--- src/rtl/event_tx_arbiter.sv ---
// EVG transmit slot arbiter: strict priority for requester 0, round-robin
// for the rest, enforced idle gap after events and periodic K28.5 commas.
module event_tx_arbiter #(
    parameter int NREQ           = 4,
    parameter int MIN_GAP        = 1,
    parameter int COMMA_INTERVAL = 256
) (
    input  logic              evgTxClk,
    input  logic              evgTxRst_n,
    input  logic              enable,
    input  logic [NREQ-1:0]   reqValid,
    input  logic [8*NREQ-1:0] reqCode,
    output logic [NREQ-1:0]   reqReady,
    output logic [7:0]        txCode,
    output logic              txCharIsK,
    output logic [31:0]       eventCount
);

    localparam int CW = $clog2(COMMA_INTERVAL);
    localparam int PW = $clog2(NREQ);
    localparam logic [CW-1:0] COMMA_LAST = CW'(COMMA_INTERVAL - 1);
    localparam logic [3:0]    GAP_LOAD   = 4'(MIN_GAP);
    localparam logic [PW-1:0] RR_FIRST   = PW'(1);
    localparam logic [PW-1:0] RR_LAST    = PW'(NREQ - 1);
    localparam logic [7:0]    K28_5      = 8'hBC;

    logic [CW-1:0]   comma_cnt;
    logic [3:0]      gap_cnt;
    logic [PW-1:0]   rr_ptr;
    logic            comma_slot;
    logic            grant_ok;
    logic            grant_any;
    logic [PW-1:0]   grant_idx;
    logic [NREQ-1:0] grant_oh;
    logic [7:0]      grant_code;
    logic [PW-1:0]   rr_next;
    logic            event_fire;

    assign comma_slot = (comma_cnt == COMMA_LAST);
    assign grant_ok   = enable && !comma_slot && (gap_cnt == 4'd0);
    assign event_fire = grant_any && (grant_code != 8'd0);
    assign rr_next    = (grant_idx == RR_LAST) ? RR_FIRST
                                               : grant_idx + 1'b1;

    // Grants are withheld while reset is asserted, whatever the state says.
    assign reqReady = grant_oh & {NREQ{evgTxRst_n}};

    // Requester 0 wins outright; others are scanned from rr_ptr upward,
    // first the indices at or above the pointer, then the ones below it.
    always_comb begin
        grant_oh   = '0;
        grant_idx  = '0;
        grant_any  = 1'b0;
        grant_code = 8'd0;
        if (grant_ok) begin
            if (reqValid[0]) begin
                grant_oh[0] = 1'b1;
                grant_any   = 1'b1;
                grant_code  = reqCode[7:0];
            end else begin
                for (int j = 1; j < NREQ; j++) begin
                    if (!grant_any && reqValid[j] && (PW'(j) >= rr_ptr)) begin
                        grant_oh[j] = 1'b1;
                        grant_any   = 1'b1;
                        grant_idx   = PW'(j);
                        grant_code  = reqCode[8*j +: 8];
                    end
                end
                for (int j = 1; j < NREQ; j++) begin
                    if (!grant_any && reqValid[j] && (PW'(j) < rr_ptr)) begin
                        grant_oh[j] = 1'b1;
                        grant_any   = 1'b1;
                        grant_idx   = PW'(j);
                        grant_code  = reqCode[8*j +: 8];
                    end
                end
            end
        end
    end

    // Free-running comma slot counter.
    always_ff @(posedge evgTxClk or negedge evgTxRst_n) begin
        if (!evgTxRst_n)
            comma_cnt <= '0;
        else if (comma_slot)
            comma_cnt <= '0;
        else
            comma_cnt <= comma_cnt + 1'b1;
    end

    // Idle gap: loaded by a nonzero event, otherwise counts down to zero.
    always_ff @(posedge evgTxClk or negedge evgTxRst_n) begin
        if (!evgTxRst_n)
            gap_cnt <= 4'd0;
        else if (event_fire)
            gap_cnt <= GAP_LOAD;
        else if (gap_cnt != 4'd0)
            gap_cnt <= gap_cnt - 4'd1;
    end

    // Round-robin pointer moves past a granted requester other than 0.
    always_ff @(posedge evgTxClk or negedge evgTxRst_n) begin
        if (!evgTxRst_n)
            rr_ptr <= RR_FIRST;
        else if (grant_any && (grant_idx != '0))
            rr_ptr <= rr_next;
    end

    // Output byte register: comma beats any grant, else granted code or idle.
    always_ff @(posedge evgTxClk or negedge evgTxRst_n) begin
        if (!evgTxRst_n) begin
            txCode    <= 8'd0;
            txCharIsK <= 1'b0;
        end else if (comma_slot) begin
            txCode    <= K28_5;
            txCharIsK <= 1'b1;
        end else if (grant_any) begin
            txCode    <= grant_code;
            txCharIsK <= 1'b0;
        end else begin
            txCode    <= 8'd0;
            txCharIsK <= 1'b0;
        end
    end

    // Count of nonzero events emitted, wrapping naturally.
    always_ff @(posedge evgTxClk or negedge evgTxRst_n) begin
        if (!evgTxRst_n)
            eventCount <= 32'd0;
        else if (event_fire)
            eventCount <= eventCount + 32'd1;
    end

endmodule

--- config.mk ---
export PLATFORM = sky130hd
export DESIGN_NAME = event_tx_arbiter
export DESIGN_NICKNAME = d
export VERILOG_FILES = /design/src/rtl/event_tx_arbiter.sv
export SDC_FILE = /design/constraint.sdc
export NUM_CORES = 1
export LEC_CHECK = 0
export BUFFER_PORTS_ARGS = -buffer_cell sky130_fd_sc_hd__buf_4
export CAP_MARGIN = 0
export CORE_ASPECT_RATIO = 1.1
export CORE_UTILIZATION = 48
export DETAILED_ROUTE_END_ITERATION = 7
export GPL_ROUTABILITY_DRIVEN = 0
export PLACE_DENSITY = 0.8
export SYNTH_ARGS = -nofsm -noshare
export SYNTH_HDL_FRONTEND = slang
export SYNTH_SLANG_ARGS = --single-unit
--- constraint.sdc ---
create_clock -name evgTxClk -period 2.9 [get_ports evgTxClk]
set_input_delay 0.58 -clock evgTxClk [delete_from_list [all_inputs] [get_ports evgTxClk]]
set_output_delay 0.58 -clock evgTxClk [all_outputs]
set_load 0.05 [all_outputs]
==> flow_metrics.env <==
export IMPL_status="complete, no violations"
export IMPL_endpoint_kind="register"
export IMPL_design_final_nets=468
export IMPL_cts_sinks=55
export IMPL_maxCapViolations=0
export IMPL_max_freq_mhz=358.9
export IMPL_h_tree_depth=2
export IMPL_ios=84
export IMPL_grt_use_total_pct=23.84
export IMPL_clockRootBuffer="sky130_fd_sc_hd__clkbuf_8"
export IMPL_vias_in_the_first_global_route=2862
export IMPL_tritoncts="done"
export IMPL_clock_slew_at_reported_path_ffs_ns=0.09
export IMPL_yosys_most_used_dff="sky130_fd_sc_hd__dfrtp_1"
export IMPL_critical_path_class="reg -> reg"
export IMPL_synth_edff_count=0
export IMPL_synth_top_cells_by_count="sky130_fd_sc_hd__dfrtp_1 (54), sky130_fd_sc_hd__xor2_1 (32), sky130_fd_sc_hd__a21oi_1 (25), sky130_fd_sc_hd__nand2_1 (25), sky130_fd_sc_hd__nand3_1 (24)"
export IMPL_period_minus_slack_ns=2.786
export IMPL_stdcell_area_um2=4245
export IMPL_peakVddDrop_v=0.0005957
export IMPL_number_of_max_slew_violations_in_the_final_report=0
export IMPL_cp_required_ns=3.11
export IMPL_critical_path_peak_fanout=31
export IMPL_clock_latency_ns=0.31
export IMPL_critical_path_startpoint="rr_ptr[0]"
export IMPL_final_antenna_net_count=0
export IMPL_fillCellCount=558
export IMPL_synth_cells=335
export IMPL_synth_seq_cells=55
export IMPL_grt_ovfl_total=0
export IMPL_ys_top_cells_by_area="sky130_fd_sc_hd__dfrtp_1 (40%), sky130_fd_sc_hd__xor2_1 (8.4%), sky130_fd_sc_hd__a2111oi_2 (6.7%)"
export IMPL_vias=3010
export IMPL_post_synth_top_area_cell="sky130_fd_sc_hd__dfrtp_1"
export IMPL_design_core_area_um2=6671
export IMPL_port_buffer_count=83
export IMPL_finish_utilization_pct=63.63
export IMPL_p_leak_nw=2.114
export IMPL_yosysWarnings=0
export IMPL_timing_hold_worst_class="in -> async"
export IMPL_grt_antenna_before_repair=0
export IMPL_regToRegSetupSlack_ns=0.11
export IMPL_synth_cell_types=46
export IMPL_setup_viol=0
export IMPL_yosysSeqAreaShare_pct=41.27
export IMPL_num_antenna_cells=0
export IMPL_fin_skew_ns=0.005720
export IMPL_cts_path_max_buffers=2
export IMPL_detailed_route_wire_length_um=8232
export IMPL_synth_async_sr_flop_share_pct=100.0
export IMPL_worst_r2r_startpoint="rr_ptr[0]"
export IMPL_drive_above_1_share_pct=32.47
export IMPL_critical_path_max_stage_delay_ns=0.61
export IMPL_dp_cells=498
export IMPL_rsz0062_at_grt="false"
export IMPL_grt_start_max_net_pins=32
export IMPL_critical_path_cell_chain="nand2_1, and3_1, a222oi_1, o21a_2, a41oi_2, a2111oi_4, buf_12, a21oi_2, mux2_4"
export IMPL_average_footprint_of_a_synthesized_cell_um2=9.965
export IMPL_final_min_period_over_clock_period_pct=96.08
export IMPL_detailed_placement_hpwl_um=6114
export IMPL_starting_density_of_the_core_pct=50.04
export IMPL_die_width_um=81.52
export IMPL_layout_area_overhead_vs_synth_pct=27.17
export IMPL_powerDensity_nw_per_um2=519.9
export IMPL_core_rowCount=31
export IMPL_worst_slew_pin_slew_ns=0.4314
export IMPL_drc=0
export IMPL_instances_no_fill=507
export IMPL_crit_path_top_delay_cell="sky130_fd_sc_hd__dfstp_2"
export IMPL_detailedRoute_firstPassIterationCount=7
export IMPL_drt_vias_per_instance=5.937
export IMPL_synth_top_cell_area_share_pct=40.48
export IMPL_netlist_area_um2=3338
export IMPL_fp_dieArea_um2=7293
export IMPL_placement_stage_cell_area_um2=4110
export IMPL_cts_inserted_buffers=5
export IMPL_maxSlewHeadroom_pct=71.07
export IMPL_timing_critical_path_to="eventCount[1]"
export IMPL_yosysMostFrequentCell="sky130_fd_sc_hd__dfrtp_1"
export IMPL_timing_rr_end="eventCount[1]"
export IMPL_die_height_um=89.47
export IMPL_worst_endpoint_arrival_ns=3.00
export IMPL_wl_per_cell_um=16.24
export IMPL_wire_length_of_the_first_global_routing_pass_um=13310
export IMPL_initialDrtViolationCount=250
export IMPL_syn_num_nets=379
export IMPL_final_count_of_hold_timing_violations=0
export IMPL_critical_path_startpoint_type="register"
export IMPL_worst_r2r_cell_count=9
## final cells by class
class,instances,area (um^2),area share [%]
Inverter,13,48.80,1.149
Clock inverter,2,35.03,0.8252
Multi-Input combinational cell,246,1800,42.41
Clock buffer,6,82.58,1.945
Timing Repair Buffer,103,798.3,18.80
Sequential cell,55,1378,32.45
Tap cell,82,102.6,2.417
## how the worst min path moves through the flow
stage	startpoint	to	slack, ns
after floorplan	evgTxRst_n	comma_cnt[0]	0.28
after global placement	evgTxRst_n	eventCount[7]	0.40
after detailed placement	evgTxRst_n	eventCount[7]	0.40
after CTS	evgTxRst_n	eventCount[7]	0.06
after global routing	evgTxRst_n	eventCount[7]	0.05
final	evgTxRst_n	eventCount[7]	0.07
## layer usage
layer | track usage [%] | up-vias | share of wire, % | wire (um)
met1 | 31.34 | 1458 | 42 | 3451
met5 | 0 | - | 0 | 0
li1 | - | 1413 | - | -
met4 | 8.442 | 0 | 1.9 | 153
met3 | 3.163 | 19 | 5.7 | 473
met2 | 40.08 | 120 | 50 | 4153
## stage by stage
step                TNS, ns  setup WS (ns)  hold WS, ns  power (mW)
floorplan                 0        0.03279       0.2844       1.427
global placement          0       0.008109       0.4025       1.670
detailed placement  -0.1019       -0.04231       0.4033       1.695
CTS                       0        0.02954      0.05874       2.220
global route              0       0.003128      0.04924       2.332
finish                    0         0.1137      0.06517       2.207
## worst max-delay path, delay by kind of cell, from the launching register on
family                 cells  cell delay (ns)
AO/OA/AOI/OAI              5             1.18
buffers and inverters      1             0.25
flip-flops                 1             0.61
multiplexers               1             0.30
AND/OR/NAND/NOR            2             0.33
## flip-flops by register name, indices dropped and copies added (netlist names)
register,flops
rr_ptr,2
eventCount,32
txCharIsK,1
txCode,8
comma_cnt,8
gap_cnt,4
## where the power goes
group,internal (mW),switching (mW),total [mW]
Combinational,0.282,0.464,0.745
Sequential,0.852,0.0880,0.940
Clock,0.279,0.242,0.521
## placed cells by master (no fill, tap or decap), types with 10 or more instances in the layout
cell type                   count
sky130_fd_sc_hd__a2111oi_2     15
sky130_fd_sc_hd__o21ai_0       11
sky130_fd_sc_hd__buf_4        101
sky130_fd_sc_hd__nor2_1        16
sky130_fd_sc_hd__inv_1         13
sky130_fd_sc_hd__nand3_1       23
sky130_fd_sc_hd__xor2_1        32
sky130_fd_sc_hd__a21oi_1       25
sky130_fd_sc_hd__dfrtp_1       54
sky130_fd_sc_hd__and3_1        13
sky130_fd_sc_hd__o2bb2ai_1     10
sky130_fd_sc_hd__nand2_1       25
## timing repair
item | CTS | global route
hold endpoints to repair | 0 | 0
gates resized for setup | 0 | 2
buffers inserted | 0 | 1
hold buffers | 0 | 0
endpoints found under the setup margin | 0 | 14
## kinds of logic (layout without fill, tap and decap cells)
| group | count (synthesis) | in the layout | share of synthesized area [%] |
|---|---|---|---|
| and+or+nand+nor | 106 | 106 | 16.87 |
| DFF | 55 | 55 | 41.27 |
| AOI/OAI and AO/OA | 96 | 96 | 24.44 |
| xor gates and xnor gates | 37 | 37 | 9.708 |
| buffers and inverters | 34 | 124 | 5.097 |
| adders and majority gates | 5 | 5 | 1.874 |
| muxes | 2 | 2 | 0.7495 |
(Power assumes the default switching activity.)
